--- src/rtl/layer_normalizer_pkg.sv ---
// norm_pkg: shared state encoding and width helpers for the layer normaliser
package norm_pkg;
    typedef enum logic [1:0] {LOAD, DIV, OUT} norm_state_t;
    function automatic int ch_w(int n);
        return n > 1 ? $clog2(n) : 1;
    endfunction
    function automatic int sum_w(int n_ch, int data_w);
        return data_w + ch_w(n_ch);
    endfunction
    function automatic int q_w(int frac_w);
        return frac_w + 1;
    endfunction
endpackage

--- src/rtl/layer_normalizer_if.sv ---
// layer_normalizer_if: input/output streams of the normaliser; out_argmax exists only with NORM_ARGMAX_EN
interface layer_normalizer_if #(
    parameter int DATA_W = 16,
    parameter int Q_W = 16
`ifdef NORM_ARGMAX_EN
    , parameter int CH_W = 4
`endif
);
    logic in_valid;
    logic in_ready;
    logic [DATA_W-1:0] in_data;
    logic out_valid;
    logic out_ready;
    logic [Q_W-1:0] out_data;
    logic out_last;
    logic zero_sum;
`ifdef NORM_ARGMAX_EN
    logic [CH_W-1:0] out_argmax;
`endif
    modport master (
        output in_valid, in_data, out_ready,
        input in_ready, out_valid, out_data, out_last, zero_sum
`ifdef NORM_ARGMAX_EN
        , input out_argmax
`endif
    );
    modport slave (
        input in_valid, in_data, out_ready,
        output in_ready, out_valid, out_data, out_last, zero_sum
`ifdef NORM_ARGMAX_EN
        , output out_argmax
`endif
    );
endinterface

--- src/rtl/norm_serial_div.sv ---
// norm_serial_div: restoring divider, one quotient bit per cycle; caller guarantees the quotient fits Q_W bits
module norm_serial_div #(
    parameter int N_W = 31,
    parameter int D_W = 20,
    parameter int Q_W = 16
) (
    input  logic clk,
    input  logic rst,
    input  logic start,
    input  logic [N_W-1:0] dividend,
    input  logic [D_W-1:0] divisor,
    output logic busy,
    output logic done,
    output logic [Q_W-1:0] quotient
);
    localparam int C_W = $clog2(Q_W + 1);
    logic [D_W-1:0] rem;
    logic [Q_W-1:0] qr;
    logic [C_W-1:0] cnt;
    logic [D_W:0] trial;
    logic ge;
    // upper dividend bits seed the remainder: they are below the divisor when the quotient fits
    assign trial = {rem, qr[Q_W-1]};
    assign ge = trial >= {1'b0, divisor};
    assign busy = cnt != '0;
    assign done = cnt == C_W'(1);
    assign quotient = qr;
    always_ff @(posedge clk or posedge rst) begin
        if (rst) begin
            rem <= '0;
            qr <= '0;
            cnt <= '0;
        end else if (start && !busy) begin
            rem <= D_W'(dividend >> Q_W);
            qr <= dividend[Q_W-1:0];
            cnt <= C_W'(Q_W);
        end else if (busy) begin
            rem <= ge ? D_W'(trial - {1'b0, divisor}) : trial[D_W-1:0];
            qr <= {qr[Q_W-2:0], ge};
            cnt <= cnt - 1'b1;
        end
    end
endmodule

--- src/rtl/layer_normalizer.sv ---
// layer_normalizer: buffers a frame of activations and streams each one divided by the frame sum
// Optional argmax reporting is enabled by defining NORM_ARGMAX_EN.
module layer_normalizer
    import norm_pkg::*;
#(
    parameter int N_CH = 10,
    parameter int DATA_W = 16,
    parameter int FRAC_W = 15
) (
    input logic clk,
    input logic rst,
    layer_normalizer_if.slave bus
);
    localparam int CH_W = ch_w(N_CH);
    localparam int SUM_W = sum_w(N_CH, DATA_W);
    localparam int Q_W = q_w(FRAC_W);
    localparam logic [CH_W-1:0] LAST = CH_W'(N_CH - 1);
    norm_state_t state, state_n;
    logic [CH_W-1:0] ch;
    logic [SUM_W-1:0] sum;
    logic [N_CH-1:0][DATA_W-1:0] frame;
    logic zero_q, skip;
    logic in_hs, out_hs, last_ch, sum_zero;
    logic div_start, div_busy, div_done;
    logic [Q_W-1:0] quot;
    assign in_hs = bus.in_valid && state == LOAD;
    assign out_hs = bus.out_ready && state == OUT;
    assign last_ch = ch == LAST;
    assign sum_zero = sum == '0;
    assign div_start = state == DIV && !div_busy && !sum_zero;
    always_ff @(posedge clk or posedge rst) begin
        if (rst) state <= LOAD;
        else state <= state_n;
    end
    // a zero-sum DIV still spends two edges (skip toggles) so output pacing stays regular
    always_comb begin
        state_n = state;
        if (in_hs && last_ch) state_n = DIV;
        if (state == DIV && (sum_zero ? skip : div_done)) state_n = OUT;
        if (out_hs) state_n = last_ch ? LOAD : DIV;
    end
    always_ff @(posedge clk or posedge rst) begin
        if (rst) begin
            ch <= '0;
            sum <= '0;
            frame <= '0;
            zero_q <= 1'b0;
            skip <= 1'b0;
        end else begin
            skip <= state == DIV && sum_zero && !skip;
            if (state == DIV && sum_zero) zero_q <= 1'b1;
            if (in_hs) begin
                frame[ch] <= bus.in_data;
                sum <= sum + SUM_W'(bus.in_data);
                ch <= last_ch ? '0 : ch + 1'b1;
            end
            if (out_hs) begin
                ch <= last_ch ? '0 : ch + 1'b1;
                if (last_ch) begin
                    sum <= '0;
                    zero_q <= 1'b0;
                end
            end
        end
    end
    norm_serial_div #(.N_W(DATA_W + FRAC_W), .D_W(SUM_W), .Q_W(Q_W)) u_div (
        .clk(clk),
        .rst(rst),
        .start(div_start),
        .dividend({frame[ch], {FRAC_W{1'b0}}}),
        .divisor(sum),
        .busy(div_busy),
        .done(div_done),
        .quotient(quot)
    );
`ifdef NORM_ARGMAX_EN
    logic [DATA_W-1:0] max_v;
    logic [CH_W-1:0] arg;
    always_ff @(posedge clk or posedge rst) begin
        if (rst) begin
            max_v <= '0;
            arg <= '0;
        end else if (in_hs && (ch == '0 || bus.in_data > max_v)) begin
            max_v <= bus.in_data;
            arg <= ch;
        end
    end
    assign bus.out_argmax = arg;
`endif
    assign bus.in_ready = state == LOAD;
    assign bus.out_valid = state == OUT;
    assign bus.out_last = state == OUT && last_ch;
    assign bus.out_data = (state == OUT && !zero_q) ? quot : '0;
    assign bus.zero_sum = zero_q;
endmodule
--- src/flat_wrapper.sv ---
// flat-port wrapper written by rule: the top's interface ports become plain ports
module layer_normalizer_flat import norm_pkg::*;
#(
    parameter int N_CH = 10,
    parameter int DATA_W = 16,
    parameter int FRAC_W = 15
)
  (clk, rst, bus_in_valid, bus_in_data, bus_out_ready, bus_in_ready, bus_out_valid, bus_out_data, bus_out_last, bus_zero_sum);
  layer_normalizer_if #(.DATA_W(DATA_W)) bus_i ();
  input logic clk;
  input logic rst;
  input wire logic [$bits(bus_i.in_valid)-1:0] bus_in_valid;
  input wire logic [$bits(bus_i.in_data)-1:0] bus_in_data;
  input wire logic [$bits(bus_i.out_ready)-1:0] bus_out_ready;
  output wire logic [$bits(bus_i.in_ready)-1:0] bus_in_ready;
  output wire logic [$bits(bus_i.out_valid)-1:0] bus_out_valid;
  output wire logic [$bits(bus_i.out_data)-1:0] bus_out_data;
  output wire logic [$bits(bus_i.out_last)-1:0] bus_out_last;
  output wire logic [$bits(bus_i.zero_sum)-1:0] bus_zero_sum;
  assign bus_i.in_valid = bus_in_valid;
  assign bus_i.in_data = bus_in_data;
  assign bus_i.out_ready = bus_out_ready;
  assign bus_in_ready = bus_i.in_ready;
  assign bus_out_valid = bus_i.out_valid;
  assign bus_out_data = bus_i.out_data;
  assign bus_out_last = bus_i.out_last;
  assign bus_zero_sum = bus_i.zero_sum;
  layer_normalizer #(.N_CH(N_CH), .DATA_W(DATA_W), .FRAC_W(FRAC_W)) u_core (.clk(clk), .rst(rst), .bus(bus_i));
endmodule
--- config.mk ---
export PLATFORM = sky130hd
export DESIGN_NAME = layer_normalizer_flat
export DESIGN_NICKNAME = d
export VERILOG_FILES = /design/src/rtl/layer_normalizer_pkg.sv /design/src/rtl/layer_normalizer_if.sv /design/src/rtl/norm_serial_div.sv /design/src/rtl/layer_normalizer.sv /design/src/flat_wrapper.sv
export SDC_FILE = /design/constraint.sdc
export NUM_CORES = 1
export LEC_CHECK = 0
export CAP_MARGIN = 30
export CORE_MARGIN = 2
export CORE_UTILIZATION = 40
export CTS_CLUSTER_DIAMETER = 60
export DETAILED_ROUTE_END_ITERATION = 7
export SETUP_SLACK_MARGIN = 0.15
export SLEW_MARGIN = 20
export SYNTH_ARGS = -nofsm -noshare
export SYNTH_HDL_FRONTEND = slang
export SYNTH_HIERARCHICAL = 1
export SYNTH_SLANG_ARGS = --single-unit
export TNS_END_PERCENT = 30
--- constraint.sdc ---
create_clock -name clk -period 11.1 [get_ports clk]
set_input_delay 1.665 -clock clk [delete_from_list [all_inputs] [get_ports clk]]
set_output_delay 1.665 -clock clk [all_outputs]
set_load 0.05 [all_outputs]
==> impl_metrics.tcl <==
set metrics [dict create \
    place_inst 1493 \
    max-cap-violations 0 \
    dpl.hpwl_mm 19.7 \
    die_h_um 182 \
    clk_path_buf_depth 3 \
    hold_buffers 0 \
    wl_met1_mm 13.8 \
    yosys-top-cells-area "dfrtp_1 45%, mux2_2 14%, mux4_2 5.7%, mux2i_1 4.3%, ha_1 3.7%" \
    synthArstFlopShare 1.00 \
    drt_pass1_iterations 5 \
    synthCells 1093 \
    routed_wl_mm 29.9 \
    cts_resized 0 \
    crit_chain "nand2b_4 -> nor3b_4 -> and2_1 -> clkdlybuf4s50_1" \
    slew_headroom 0.367 \
    cp_top_family "flip-flops" \
    fmax_mhz 222 \
    grt_overflow 0 \
    mappedNetlistArea_um2 12700 \
    clk_latency_ns 0.58 \
    place_congestion 0.866 \
    ios 40 \
    peakVddDrop_mv 0.156 \
    track_usage 0.183 \
    finalCritPeriodShare 0.406 \
    synth_edf_count 0 \
    num_rows 65 \
    via_count 8522 \
    nFillCells 2852 \
    hold_viol_final 0 \
    yosysSeqAreaShare 0.451 \
    ant_nets 0 \
    wl_per_cell_um 19.3 \
    cts_buffers 28 \
    antenna_cells 0 \
    cts_tree "yes" \
    port_buffers 39 \
    die_area_um2 33200 \
    yosysMostFrequentCell "dfrtp_1" \
    drive_above_1_share 0.258 \
    power.density_nw_per_um2 321 \
    yosys.area.top_type "dfrtp_1" \
    dr_wl_met2_mm 14.3 \
    area_delta_synth_final_pct 13.4 \
    finClkSkew_ns 0.0587 \
    crit_slowest_cell "dfrtp_1" \
    ys_warn_count 6 \
    start_util 0.405 \
    leakagePower_nw 6.33 \
    drc 0 \
    path_class "flip-flop to primary output" \
    synth_cell_types 77 \
    crit_buf_inv 1 \
    clkTransAtPathRegs_ns 0.06 \
    period_needed_ns 4.51 \
    cts_setup_buffers 0 \
    finalSetupViolCount 0 \
    start_kind "flip-flop" \
    tightest_slew_ns 0.950 \
    wl_met3_um 966 \
    grt_pass1_vias 8648 \
    top_layer "met4" \
    drtIter0Drc 444 \
    synth_seq_cells 229 \
    h-tree-depth 1 \
    fp.coreArea_um2 31400 \
    cp_max_fo 20 \
    slew_viol_final 0 \
    crit_path_start "u_core/ch[3]" \
    cts_sinks 229 \
    antenna_found_initial 0 \
    rsz0062_at_grt "no" \
    dieWidth_um 182 \
    fin_tns_setup_ns 0 \
    cts-root-buf "clkbuf_16" \
    layoutNonFillerInstCount 1548 \
    required_ns 9.44 \
    viasPerCell 5.51 \
    syn_area_per_cell_um2 11.6 \
    fin_nets 1185 \
    grt_start_max_net_pins 77 \
    ys_top_cells_by_count "229 x dfrtp_1, 162 x mux2_2, 67 x nand2_1" \
    reg2reg_from "u_core/sum[1]" \
    synth_top_area_share 0.451 \
    holdCritStartpoint "u_core/skip" \
    max_stage_delay_ns 0.87 \
    critPathCaptureType "primary output" \
    arrival_ns 2.84 \
    grt_pass1_wl_mm 48.3 \
    synth-main-ff-cell "dfrtp_1" \
    status "complete, no violations" \
    hp-class "flip-flop to flip-flop" \
]
cell type report:
class | instances | area, µm² | share of cell area
multi-input cells | 776 | 6530 | 0.453
flip-flops and latches | 229 | 5730 | 0.398
clock buffers | 40 | 806 | 0.0560
repair buffers | 54 | 567 | 0.0394
well taps | 402 | 503 | 0.0349
inverters | 36 | 140 | 0.00973
clock inverters | 11 | 128 | 0.00886
worst reg2reg max path, delay by kind of cell, from the launching register on:
family | cells | cell delay (ns)
AND/OR/NAND/NOR | 1 | 0.26
buffers and inverters | 1 | 0.14
multiplexers | 1 | 0.30
AO/OA/AOI/OAI | 6 | 1.55
flip-flops | 1 | 0.50
adder cells (fa/ha/maj) | 1 | 0.31
worst paths after layout:
path                                         to  slack [ns]  cells past startpoint
setup / recovery                   bus_out_last        6.59                      4
hold / removal                      u_core/skip        0.45                      1
setup reg to reg           u_core/u_div/rem[11]        7.84                     10
hold reg to reg                     u_core/skip        0.45                      1
max in group asynchronous     u_core/frame[107]        8.55                      4
min in group asynchronous     u_core/frame[136]        1.53                      2
per-layer routing:
metal / vias up / global-route usage
li1: 4044 / -
met1: 4309 / 0.245
met2: 122 / 0.310
met3: 47 / 0.0243
met4: 0 / 0.0597
met5: - / 0
cell usage in the layout, fill, tap and decap left out, types with 28 or more instances in the layout:
| master | synthesis | final |
|---|---|---|
| clkbuf_16 | 0 | 28 |
| ha_1 | 38 | 38 |
| clkdlybuf4s50_1 | 0 | 39 |
| nor2_1 | 38 | 38 |
| dfrtp_1 | 229 | 227 |
| mux2i_1 | 54 | 54 |
| mux2_2 | 162 | 162 |
| inv_1 | 36 | 33 |
| a21oi_1 | 58 | 58 |
| nand2_1 | 67 | 67 |
| mux4_2 | 32 | 32 |
| o21ai_0 | 54 | 54 |
sequential cells by signal (all words and copies together) (netlist names):
register	flops
u_core/frame	160
u_core/sum	20
u_core/u_div/rem	20
u_core/u_div/quotient	16
u_core/u_div/cnt	5
u_core/ch	4
u_core/state	2
u_core/bus.zero_sum	1
u_core/skip	1
where the power goes:
| group | switching [mW] | total, mW | leakage (nW) | internal, mW |
|---|---|---|---|---|
| Combinational | 1.14 | 2.21 | 3.06 | 1.07 |
| Sequential | 0.278 | 1.51 | 2.82 | 1.24 |
| Clock | 0.371 | 0.904 | 0.452 | 0.533 |
| Total | 1.79 | 4.63 | 6.33 | 2.84 |
through the flow:
| step | cell area (µm²) | hold slack (ns) | total power, mW | utilization | worst slack, ns |
|---|---|---|---|---|---|
| 2_1_floorplan | 12800 | 0.411 | 3.25 | - | 4.32 |
| 3_3_place_gp | 13400 | 0.426 | 3.69 | 0.426 | 6.70 |
| 3_5_place_dp | 13400 | 0.435 | 3.74 | 0.427 | 6.64 |
| 4_1_cts | 14300 | 0.443 | 4.67 | 0.457 | 6.19 |
| 5_1_grt | 14400 | 0.463 | 4.99 | 0.459 | 6.43 |
| 6_report | 14400 | 0.451 | 4.63 | 0.459 | 6.59 |
kinds of logic (layout without fill, tap and decap cells):
group | Yosys count | count (layout) | share of synthesized area
adder cells (fa/ha/maj) | 40 | 40 | 0.0406
AO/OA/AOI/OAI | 214 | 214 | 0.110
other | 1 | 15 | 0.000295
multiplexers | 249 | 249 | 0.244
flip-flops | 229 | 229 | 0.451
XOR/XNOR | 23 | 23 | 0.0159
AND/OR/NAND/NOR | 235 | 235 | 0.0987
buffers and inverters | 102 | 141 | 0.0395
Power figures use the tool's default switching activity.
